$ cat src/rtl/uart_rx.sv
// ---------------------------------------------------------------------------
// uart_rx -- 8N1 UART receiver with 16x oversampling and a receive FIFO.
//
// Ports:
//   clk      single clock, all state on rising edge
//   rstn     synchronous active-low reset
//   rx       serial line, idle high, asynchronous to clk
//   divisor  clk cycles per oversample tick; 0 behaves as 1
//   pop      consume FIFO head
//   flush    empty the FIFO (receiver FSM unaffected)
//   clr_err  clear sticky oe/fe/bi (a same-cycle set wins)
//   rdata    FIFO head byte, 0x00 when empty
//   dr       FIFO non-empty
//   count    FIFO occupancy
//   oe/fe/bi sticky overrun / framing error / break
// ---------------------------------------------------------------------------
module uart_rx #(
  parameter int FIFO_DEPTH = 16
) (
  input  logic                        clk,
  input  logic                        rstn,
  input  logic                        rx,
  input  logic [15:0]                 divisor,
  input  logic                        pop,
  input  logic                        flush,
  input  logic                        clr_err,
  output logic [7:0]                  rdata,
  output logic                        dr,
  output logic [$clog2(FIFO_DEPTH):0] count,
  output logic                        oe,
  output logic                        fe,
  output logic                        bi
);

  localparam int PW = $clog2(FIFO_DEPTH);
  localparam int CW = PW + 1;

  typedef enum logic [2:0] {
    S_IDLE,
    S_START,
    S_DATA,
    S_STOP,
    S_BRK_WAIT
  } state_t;

  // synchronizer
  logic rx_meta_q, rx_meta_d;
  logic rx_s_q, rx_s_d;

  // receiver
  state_t      state_q, state_d;
  logic [15:0] tick_cnt_q, tick_cnt_d;
  logic [15:0] div_lim_q, div_lim_d;
  logic [15:0] div_lim_new;
  logic [3:0]  samp_q, samp_d;
  logic [2:0]  bit_idx_q, bit_idx_d;
  logic [7:0]  shift_q, shift_d;
  logic        tick;
  logic        push;
  logic        fe_set;
  logic        bi_set;

  // fifo
  logic [7:0]    mem [FIFO_DEPTH];
  logic [PW-1:0] wr_ptr_q, wr_ptr_d;
  logic [PW-1:0] rd_ptr_q, rd_ptr_d;
  logic [CW-1:0] count_q, count_d;
  logic          pop_ok;
  logic          push_ok;
  logic          full;
  logic          ovr;

  // sticky flags
  logic oe_q, oe_d;
  logic fe_q, fe_d;
  logic bi_q, bi_d;

  always_comb begin
    rx_meta_d = rx;
    rx_s_d    = rx_meta_q;
  end

  // Receiver FSM: next state, oversampling counters, shift register.
  // The tick limit is latched only on reload so a divisor change can never
  // leave the counter above its compare value.
  always_comb begin
    div_lim_new = (divisor == 16'd0) ? 16'd0 : divisor - 16'd1;
    tick        = (tick_cnt_q == div_lim_q);

    state_d    = state_q;
    tick_cnt_d = tick ? 16'd0 : tick_cnt_q + 16'd1;
    div_lim_d  = tick ? div_lim_new : div_lim_q;
    samp_d     = samp_q;
    bit_idx_d  = bit_idx_q;
    shift_d    = shift_q;
    push       = 1'b0;
    fe_set     = 1'b0;
    bi_set     = 1'b0;

    case (state_q)
      S_IDLE: begin
        // Entry to IDLE always happens with rx_s high (reset, false start,
        // good stop, end of break), so a low level here is a falling edge.
        if (!rx_s_q) begin
          tick_cnt_d = 16'd0;
          div_lim_d  = div_lim_new;
          samp_d     = 4'd0;
          bit_idx_d  = 3'd0;
          state_d    = S_START;
        end
      end
      S_START: begin
        if (tick) begin
          if (samp_q == 4'd7) begin
            samp_d  = 4'd0;
            state_d = rx_s_q ? S_IDLE : S_DATA;
          end else begin
            samp_d = samp_q + 4'd1;
          end
        end
      end
      S_DATA: begin
        if (tick) begin
          if (samp_q == 4'd15) begin
            samp_d    = 4'd0;
            shift_d   = {rx_s_q, shift_q[7:1]};
            bit_idx_d = bit_idx_q + 3'd1;
            if (bit_idx_q == 3'd7) state_d = S_STOP;
          end else begin
            samp_d = samp_q + 4'd1;
          end
        end
      end
      S_STOP: begin
        if (tick) begin
          if (samp_q == 4'd15) begin
            samp_d = 4'd0;
            push   = 1'b1;
            if (rx_s_q) begin
              state_d = S_IDLE;
            end else begin
              fe_set  = 1'b1;
              bi_set  = (shift_q == 8'h00);
              state_d = S_BRK_WAIT;
            end
          end else begin
            samp_d = samp_q + 4'd1;
          end
        end
      end
      S_BRK_WAIT: begin
        if (rx_s_q) state_d = S_IDLE;
      end
      default: state_d = S_IDLE;
    endcase
  end

  // FIFO control; flush overrides push and pop.
  always_comb begin
    full    = (count_q == CW'(FIFO_DEPTH));
    pop_ok  = pop && (count_q != '0);
    push_ok = push && (!full || pop_ok);
    ovr     = push && full && !pop_ok;

    wr_ptr_d = wr_ptr_q;
    rd_ptr_d = rd_ptr_q;
    count_d  = count_q;
    if (flush) begin
      wr_ptr_d = '0;
      rd_ptr_d = '0;
      count_d  = '0;
    end else begin
      if (push_ok) wr_ptr_d = wr_ptr_q + PW'(1);
      if (pop_ok)  rd_ptr_d = rd_ptr_q + PW'(1);
      count_d = count_q + CW'(push_ok) - CW'(pop_ok);
    end

    oe_d = (oe_q & ~clr_err) | (ovr & ~flush);
    fe_d = (fe_q & ~clr_err) | fe_set;
    bi_d = (bi_q & ~clr_err) | bi_set;
  end

  always_ff @(posedge clk) begin
    if (!rstn) begin
      rx_meta_q  <= 1'b1;
      rx_s_q     <= 1'b1;
      state_q    <= S_IDLE;
      tick_cnt_q <= 16'd0;
      div_lim_q  <= 16'd0;
      samp_q     <= 4'd0;
      bit_idx_q  <= 3'd0;
      shift_q    <= 8'h00;
      wr_ptr_q   <= '0;
      rd_ptr_q   <= '0;
      count_q    <= '0;
      oe_q       <= 1'b0;
      fe_q       <= 1'b0;
      bi_q       <= 1'b0;
    end else begin
      rx_meta_q  <= rx_meta_d;
      rx_s_q     <= rx_s_d;
      state_q    <= state_d;
      tick_cnt_q <= tick_cnt_d;
      div_lim_q  <= div_lim_d;
      samp_q     <= samp_d;
      bit_idx_q  <= bit_idx_d;
      shift_q    <= shift_d;
      wr_ptr_q   <= wr_ptr_d;
      rd_ptr_q   <= rd_ptr_d;
      count_q    <= count_d;
      oe_q       <= oe_d;
      fe_q       <= fe_d;
      bi_q       <= bi_d;
    end
  end

  // Storage needs no reset: rdata is gated by occupancy.
  always_ff @(posedge clk) begin
    if (rstn && push_ok && !flush) mem[wr_ptr_q] <= shift_q;
  end

  assign rdata = (count_q != '0) ? mem[rd_ptr_q] : 8'h00;
  assign dr    = (count_q != '0);
  assign count = count_q;
  assign oe    = oe_q;
  assign fe    = fe_q;
  assign bi    = bi_q;

endmodule

$ cat config.mk
export PLATFORM = sky130hd
export DESIGN_NAME = uart_rx
export DESIGN_NICKNAME = d
export VERILOG_FILES = /design/src/rtl/uart_rx.sv
export SDC_FILE = /design/constraint.sdc
export NUM_CORES = 1
export LEC_CHECK = 0
export CORE_UTILIZATION = 60
export CTS_CLUSTER_DIAMETER = 60
export DETAILED_ROUTE_END_ITERATION = 7
export PLACE_DENSITY = 0.79
export SLEW_MARGIN = 10
export SYNTH_ARGS = -nofsm -noshare
export SYNTH_HDL_FRONTEND = slang
export SYNTH_SLANG_ARGS = --single-unit
$ cat constraint.sdc
create_clock -name clk -period 3.18 [get_ports clk]
set_clock_uncertainty 0.05 [all_clocks]
set_input_delay 0.636 -clock clk [delete_from_list [all_inputs] [get_ports clk]]
set_output_delay 0.636 -clock clk [all_outputs]
set_load 0.005 [all_outputs]
==> results of run 1 <==
## cell type report
class	count	area [sq um]	share of cell area
inverter	17	63.8	0.00644
timing repair buffer	68	667	0.0673
multi-input combinational	358	3080	0.311
clock buffer	19	433	0.0437
tap	180	225	0.0227
clock inverter	12	153	0.0154
sequential	200	5290	0.534
## registers in the layout, indices dropped and copies added, names as in the netlist, named ones only
register and cells:
samp_q 4, div_lim_q 16, fe 1, tick_cnt_q 16
rx_meta_q 1, bit_idx_q 3, mem 128, rd_ptr_q 4
count 5, wr_ptr_q 4, state_q 3, oe 1
rx_s_q 1, shift_q 8, bi 1
## logic make-up after synthesis
family | after synthesis | synth area share
muxes | 51 | 0.118
buffers and inverters | 45 | 0.0249
AOI/OAI and AO/OA | 56 | 0.0481
and+or+nand+nor | 183 | 0.113
adders and majority gates | 18 | 0.0272
DFF | 200 | 0.618
xor gates and xnor gates | 50 | 0.0512
## Yosys cell counts (2+ instances only)
library cell / count / area share
and2_1: 28 / 0.020
o31ai_1: 3 / 0.0026
edfxtp_1: 128 / 0.45
dfxtp_1: 72 / 0.17
xnor2_1: 16 / 0.016
a21o_1: 3 / 0.0026
a31oi_1: 3 / 0.0022
inv_1: 17 / 0.0075
nor4_1: 13 / 0.0095
nor2_1: 42 / 0.018
clkbuf_1: 15 / 0.0066
mux4_2: 40 / 0.11
or4_4: 2 / 0.0026
ha_1: 17 / 0.025
nand2_1: 33 / 0.014
or4_1: 2 / 0.0018
buf_6: 2 / 0.0026
xor2_1: 34 / 0.035
a21oi_1: 13 / 0.0076
and4_1: 3 / 0.0031
buf_2: 8 / 0.0047
and3_1: 7 / 0.0051
o21ai_0: 7 / 0.0041
nand4_1: 8 / 0.0058
mux2i_1: 11 / 0.013
o2bb2ai_2: 2 / 0.0035
nand2b_1: 6 / 0.0044
nor2b_1: 2 / 0.0015
o22ai_1: 2 / 0.0015
o2bb2ai_1: 14 / 0.014
nor3_1: 6 / 0.0035
nand3_1: 20 / 0.012
## timing repair
action                     4_1_cts  5_1_grt
pin swaps                        0        0
setup endpoints to repair        8       24
setup buffers                    7        4
cloned                           3        0
resized for setup               37        7
## metrics by stage
step	instances	TNS [ns]	hold slack [ns]	setup slack, ns
2_1_floorplan	603	0	0.336	0.448
5_1_grt	854	-0.00829	0.401	-0.00829
3_5_place_dp	811	0	0.351	0.00709
3_3_place_gp	811	0	0.343	0.0999
6_report	854	0	0.366	0.0496
4_1_cts	852	-0.0474	0.371	-0.0370
## power by group through the flow
| stage | sequential, mW | combinational, mW | clock [mW] |
|---|---|---|---|
| 6_report | 2.98 | 1.29 | 2.14 |
| 4_1_cts | 2.98 | 1.30 | 2.15 |
| 5_1_grt | 3.00 | 1.41 | 2.26 |
| 3_3_place_gp | 3.03 | 1.14 | 0 |
| 2_1_floorplan | 3.01 | 0.890 | 0 |
| 3_5_place_dp | 3.03 | 1.17 | 0 |
## how the worst min path moves through the flow
stage / start / to / slack, ns / cells past startpoint
detailed placement: rx_meta_q / rx_s_q / 0.35 / 1
global route: rx_meta_q / rx_s_q / 0.40 / 1
CTS: rx_meta_q / rx_s_q / 0.37 / 1
finish: rx_meta_q / rx_s_q / 0.37 / 1
floorplan: rx_meta_q / rx_s_q / 0.34 / 1
global placement: rx_meta_q / rx_s_q / 0.34 / 1
## routing by layer
metal	vias up	wire length, um	global-route usage
met2	152	8990	0.431
li1	2386	-	-
met4	0	295	0.101
met3	27	831	0.0531
met1	2544	6830	0.296
met5	-	0	0
==> results.tsv, run 1 <==
stage	metric	value	unit
layout	final_area	9910	sq um
detailed_routing	drtAntennaViolNets	0	
die	die_width	121	um
layout	fillers	910	
power	vdd_ir_drop_max	421	uV
clock_tree	tritoncts	yes	
power	swShare	0.272	
global_routing	grt_pass1_vias	5142	
detailed_routing	dr.first_iter.drc_count	307	
detailed_routing	routed_wl	16900	um
detailed_routing	viasPerCell	5.98	
die	ioPinCount	39	
layout	fin_util	0.714	
placed_design	place.gp.congestion	0.863	
run_status	status	finished clean	
critical_path	crit_path_start_kind	flop	
critical_path	ff2ff_setup_slack	0.21	ns
detailed_routing	drc	0	
detailed_routing	firstDrtPassIters	6	
yosys	synth_area	8560	sq um
clock_tree	insertion_delay	0.43	ns
layout	area_growth	15.8	%
yosys	seq_area_frac_synth	0.618	
yosys	synth_nets	643	
layout	final_common_cell	edfxtp_1	
critical_path	cp-endpoint	rdata[3]	
sta	tightest_slew	0.759	ns
sta	fin_crit_sh	0.984	
critical_path	crit_path_frequent_cell	mux4_2	
layout	final_cell_mix	128 x edfxtp_1, 71 x dfxtp_1, 41 x nor2_1	
detailed_routing	routedWlPerCell	19.8	um
critical_path	crit_chain	buf_12 -> buf_16 -> buf_4 -> mux4_2 -> mux4_2 -> and2_4 -> buf_2	
global_routing	grt_overflow_total	0	
clock_tree	clk_pin_slew	0.06	ns
sta	setup_violations	0	
sta	fmax	319	MHz
critical_path	r2r_start	samp_q[0]	
run	maxCapViolations	0	
global_routing	grt_pass1_wl	26800	um
critical_path	path_delay_family	multiplexers	
power	switching_power	1.74	mW
die	die_h	121	um
yosys	ys_ff_latch	200	
yosys	syn_area_per_cell	14.2	sq um
layout	n_antenna_cell	0	
placed_design	hpwl	11400	um
critical_path	cp.required	2.49	ns
yosys	ys_types	56	
die	core_region_area	13900	sq um
placed_design	dpl_cell_area	9180	sq um
power	leakage	3.78	nW
placed_design	port_buffers	38	
power	powerDensity	647	nW/um^2
critical_path	path_class	flop to primary output	
clock_tree	clock-root-buffer	clkbuf_16	
clock_tree	cts_made_buffers	17	
die	dieArea	14700	sq um
sta	hold_viol	0	
sta	relSlewSlack	0.493	
critical_path	worst_path_max_delay_cell	mux4_2	
detailed_routing	num_vias	5109	
critical_path	r2r_end	mem[15][0]	
die	initial_core_util	0.616	
power	p_comb_frac	0.201	
critical_path	crit_buf_inv	4	
power	p_total	6.42	mW
clock_tree	htreeDepth	4	
power	power_frac_clock	0.334	
yosys	synthArstFlopShare	0	
sta	slew_violations	0	
critical_path	cp_max_fo	7	
critical_path	crit_arrival	2.44	ns
yosys	yosysWarnings	0	
critical_path	max_stage_delay	0.50	ns
global_routing	antenna_found_initial	0	
clock_tree	clock_path_buffers	2	
yosys	synthCells	603	
layout	drive_gt1_frac	0.181	
critical_path	cp_num_cells	7	
critical_path	end_kind	primary output	
yosys	synth_edf_count	128	
power	internal_power	4.67	mW
critical_path	ff2ff_path_depth	8	
min_path	hp-class	flop to flop	
power	seq_power_share	0.465	
yosys	synth-main-ff-cell	edfxtp_1	
global_routing	grt_max_degree	33	
global_routing	gr-usage-all-layers	0.247	
clock_tree	clock-sinks	200	
sta	finalCriticalPeriod	3.13	ns
layout	fin_nets	702	
die	rows	43	
clock_tree	cts_hold_buffers	0	
No activity file was read; power rests on OpenSTA's default activity.
==> run 2: changes to the inputs <==
--- a/config.mk
+++ b/config.mk
@@ -8,7 +8,8 @@
 export CORE_UTILIZATION = 60
 export CTS_CLUSTER_DIAMETER = 60
 export DETAILED_ROUTE_END_ITERATION = 7
-export PLACE_DENSITY = 0.79
+export MAX_ROUTING_LAYER = met4
+export PLACE_DENSITY = 0.8
 export SLEW_MARGIN = 10
 export SYNTH_ARGS = -nofsm -noshare
 export SYNTH_HDL_FRONTEND = slang
==> constraint.sdc (replaced) <==
create_clock -name clk -period 3.18 [get_ports clk]
set_clock_uncertainty 0.05 [all_clocks]
set_input_delay 0.636 -clock clk [delete_from_list [all_inputs] [get_ports clk]]
set_output_delay 0.636 -clock clk [all_outputs]
set_load 0.05 [all_outputs]
==> results.tsv, run 2 (synthesis results as in run 1) <==
stage	metric	value	unit
detailed_routing	dr.first_iter.drc_count	410	
critical_path	cp_max_fo	16	
die	initial_core_util	0.616	
sta	tightest_slew	0.783	ns
sta	slew_violations	0	
layout	top_register	mem	
die	ioPinCount	39	
die	die_h	121	um
critical_path	cp.required	2.49	ns
run	maxCapViolations	0	
layout	regArea	5290	sq um
global_routing	grt_pass1_wl	28900	um
detailed_routing	routed_wl	18100	um
clock_tree	htreeDepth	4	
die	core_region_area	13900	sq um
detailed_routing	viasPerCell	6.13	
layout	reg_top3	mem (128), div_lim_q (16), tick_cnt_q (16)	
detailed_routing	num_vias	5140	
clock_tree	clock_path_buffers	2	
power	leakage	3.71	nW
sta	hold_viol	0	
placed_design	place.gp.congestion	0.806	
sta	fmax	321	MHz
detailed_routing	drc	0	
sta	fin_setup_tns	0	ns
sta	setup_ws	0.0628	ns
detailed_routing	firstDrtPassIters	4	
sta	relSlewSlack	0.477	
global_routing	gr-usage-all-layers	0.278	
detailed_routing	drtAntennaViolNets	0	
global_routing	grt_max_degree	33	
layout	fin_util	0.707	
layout	drive_gt1_frac	0.161	
clock_tree	insertion_delay	0.44	ns
layout	final_common_cell	edfxtp_1	
clock_tree	clk_pin_slew	0.07	ns
placed_design	dp_slack	0.0134	ns
global_routing	antenna_found_initial	0	
placed_design	port_buffers	38	
die	die_width	121	um
sta	setup_violations	0	
layout	fillers	891	
run_status	status	finished clean	
sta	rsz0062_at_grt	no	
detailed_routing	routedWlPerCell	21.6	um
layout	n_antenna_cell	0	
clock_tree	cts_setup_buffers	0	
power	vdd_ir_drop_max	385	uV
critical_path	path_class	flop to primary output	
global_routing	grt_overflow_total	0	
layout	largest_reg_flops	128	
clock_tree	tritoncts	yes	
global_routing	grt_pass1_vias	5227	
clock_tree	clock-root-buffer	clkbuf_16	
placed_design	hpwl	11800	um
clock_tree	clock-sinks	200	
layout	fin_nets	685	
sta	fin_crit_sh	0.980	
clock_tree	cts_made_buffers	17	
die	rows	43	
die	dieArea	14700	sq um
power	powerDensity	669	nW/um^2
layout	final_cell_mix	128 x edfxtp_1, 71 x dfxtp_1, 41 x nor2_1	
critical_path	crit_path_start_kind	flop	
min_path	hp-class	flop to flop	
critical_path	crit_arrival	2.43	ns
sta	finalCriticalPeriod	3.12	ns
placed_design	dpl_cell_area	9100	sq um
power	p_total	6.57	mW
layout	multi_input_area	3080	sq um
critical_path	end_kind	primary output	
layout	final_area	9810	sq um
layout	area_growth	14.7	%
## run 2: cell count changes in the layout (fill, tap and decap cells not counted), moves of 2 or more
cell	delta
and2_1	+5
clkbuf_8	+3
buf_4	-7
clkdlybuf4s15_1	-2
clkbuf_2	-2
and2_4	-5
buf_2	-4
clkinvlp_4	-2
buf_8	-2
## run 2: through the flow
step	hold slack [ns]	instances
after floorplan	0.336	603
after global placement	0.341	804
after detailed placement	0.343	804
after CTS	0.358	838
after global routing	0.366	838
final	0.358	838
## run 2: per-layer routing
| layer | global-route usage | routed length [um] |
|---|---|---|
| met5 | - | 0 |
| met4 | 0.0849 | 278 |
| met3 | 0.0559 | 975 |
| met2 | 0.464 | 9340 |
| met1 | 0.344 | 7480 |
## run 2: layout make-up
type                            count  area share
Clock buffer                       22      0.0483
Clock inverter                     10      0.0144
Inverter                           17     0.00650
Multi-Input combinational cell    358       0.314
Sequential cell                   200       0.539
Tap cell                          180      0.0230
Timing Repair Buffer               51      0.0545
## run 2: worst paths after layout
| kind | from | to | depth (start not counted) | slack [ns] |
|---|---|---|---|---|
| max | flop | rdata[7] | 5 | 0.06 |
| min | rx_meta_q | rx_s_q | 1 | 0.36 |
| max reg2reg | samp_q[0] | count[4] | 15 | 0.30 |
| min reg2reg | rx_meta_q | rx_s_q | 1 | 0.36 |
## run 2: timing repair
action | CTS | global route
endpoints found under the setup margin | 4 | 28
gates resized for setup | 4 | 7
hold buffers | 0 | 0
cloned | 2 | 0
## run 2: report_power, final
| group | internal (mW) | switching (mW) | total, mW |
|---|---|---|---|
| Sequential | 2.87 | 0.133 | 3.00 |
| Combinational | 0.538 | 0.787 | 1.33 |
| Clock | 1.31 | 0.938 | 2.24 |
| Total | 4.71 | 1.86 | 6.57 |
## run 2: worst max-delay path, cell delays in order (launching register included)
cell	delay, ns
dfxtp_4	0.42
buf_16	0.20
mux4_2	0.54
mux4_2	0.47
and2_1	0.17
buf_4	0.18
==> run 3: changes to the inputs <==
--- a/config.mk
+++ b/config.mk
@@ -5,6 +5,7 @@
 export SDC_FILE = /design/constraint.sdc
 export NUM_CORES = 1
 export LEC_CHECK = 0
+export CORE_MARGIN = 2
 export CORE_UTILIZATION = 60
 export CTS_CLUSTER_DIAMETER = 60
 export DETAILED_ROUTE_END_ITERATION = 7
==> results.tsv, run 3 (synthesis results as in run 1) <==
stage	metric	value	unit
run_status	status	finished clean	
detailed_routing	routedWlPerCell	20.9	um
layout	final_common_cell	edfxtp_1	
die	initial_core_util	0.616	
die	die_h	123	um
clock_tree	insertion_delay	0.43	ns
critical_path	ff2ff_setup_slack	0.24	ns
layout	fin_nets	687	
critical_path	path_class	flop to primary output	
critical_path	end_kind	primary output	
clock_tree	clock-sinks	200	
detailed_routing	firstDrtPassIters	5	
placed_design	port_buffers	38	
sta	relSlewSlack	0.466	
sta	setup_ws	0.0452	ns
die	ioPinCount	39	
placed_design	place.gp.congestion	0.798	
layout	largest_reg_flops	128	
layout	area_growth	15.7	%
placed_design	dp.cells	806	
layout	final_cell_mix	128 x edfxtp_1, 71 x dfxtp_1, 41 x nor2_1	
sta	hold_viol	0	
layout	final_area	9900	sq um
min_path	hold_depth	1	
global_routing	grt_pass1_vias	5043	
layout	reg_top3	mem (128), div_lim_q (16), tick_cnt_q (16)	
power	vdd_ir_drop_max	371	uV
sta	setup_violations	0	
sta	tightest_slew	0.800	ns
clock_tree	cts_made_buffers	17	
clock_tree	clock_path_buffers	2	
clock_tree	htreeDepth	4	
power	powerDensity	683	nW/um^2
die	core_region_area	13900	sq um
die	die_width	123	um
layout	n_antenna_cell	0	
run	maxCapViolations	0	
clock_tree	clock-root-buffer	clkbuf_16	
critical_path	crit_path_start_kind	flop	
detailed_routing	routed_wl	17600	um
global_routing	grt_max_degree	33	
power	leakage	3.75	nW
critical_path	cp.required	2.49	ns
global_routing	grt_pass1_wl	27600	um
layout	finalNonFillerCells	840	
critical_path	crit_arrival	2.45	ns
sta	slew_violations	0	
critical_path	cp_max_fo	8	
global_routing	gr-usage-all-layers	0.257	
sta	fin_crit_sh	0.986	
critical_path	ff2ff_path_depth	15	
clock_tree	tritoncts	yes	
global_routing	grt_overflow_total	0	
detailed_routing	drtAntennaViolNets	0	
min_path	hp-class	flop to flop	
detailed_routing	num_vias	5097	
detailed_routing	viasPerCell	6.07	
layout	fin_util	0.713	
die	rows	43	
placed_design	hpwl	11500	um
die	dieArea	15200	sq um
sta	fmax	319	MHz
placed_design	dp_slack	-0.0357	ns
sta	finalCriticalPeriod	3.13	ns
layout	top_register	mem	
layout	drive_gt1_frac	0.167	
clock_tree	clk_pin_slew	0.07	ns
detailed_routing	dr.first_iter.drc_count	434	
clock_tree	cts_setup_buffers	0	
global_routing	antenna_found_initial	0	
placed_design	dpl_cell_area	9120	sq um
detailed_routing	drc	0	
run 3: changes by cell type in the layout (fill, tap and decap cells not counted), moves of 2 or more:
| cell | delta |
|---|---|
| buf_6 | +2 |
| bufinv_16 | +2 |
| clkbuf_16 | +2 |
| clkbuf_8 | -3 |
| nor4_1 | -2 |
| nor4_2 | +2 |
run 3: power by group:
| group | switching [mW] | internal [mW] | total (mW) |
|---|---|---|---|
| clock network | 0.928 | 1.49 | 2.42 |
| logic | 0.792 | 0.558 | 1.35 |
| registers | 0.128 | 2.87 | 2.99 |
run 3: layout make-up:
cell class	count	area (sq um)
Sequential cell	200	5290
Timing Repair Buffer	53	557
Multi-Input combinational cell	358	3100
Fill cell	881	3980
Clock inverter	10	186
Inverter	17	63.8
Clock buffer	22	487
Tap cell	180	225
run 3: repair_timing:
item | 4_1_cts | 5_1_grt
gates cloned | 2 | 0
endpoints found under the setup margin | 7 | 6
gates resized for setup | 4 | 11
hold buffers | 0 | 0
run 3: worst max-delay path, stage by stage (launching register included):
cell	delay, ns
dfxtp_4	0.43
buf_12	0.17
mux4_2	0.56
mux4_2	0.51
and2_1	0.19
buf_6	0.15
run 3: routing by layer:
layer / GRT usage / up-vias / routed length, um
met5: - / - / 0
met4: 0.0938 / 0 / 348
li1: - / 2351 / -
met1: 0.319 / 2528 / 7010
met2: 0.418 / 194 / 9230
met3: 0.0540 / 24 / 967
run 3: worst paths after layout:
kind / from / endpoint
worst max-delay path: flop / rdata[7]
worst min register to register: rx_meta_q / rx_s_q
worst max register to register: samp_q[1] / count[4]
worst min-delay path: rx_meta_q / rx_s_q
run 3: through the flow:
| stage | hold slack, ns | power, mW | setup TNS (ns) |
|---|---|---|---|
| after floorplan | 0.336 | 3.99 | 0 |
| after global placement | 0.340 | 4.25 | 0 |
| after detailed placement | 0.350 | 4.29 | -0.0357 |
| after CTS | 0.366 | 6.73 | 0 |
| after global routing | 0.381 | 7.01 | -0.0160 |
| final | 0.355 | 6.77 | 0 |
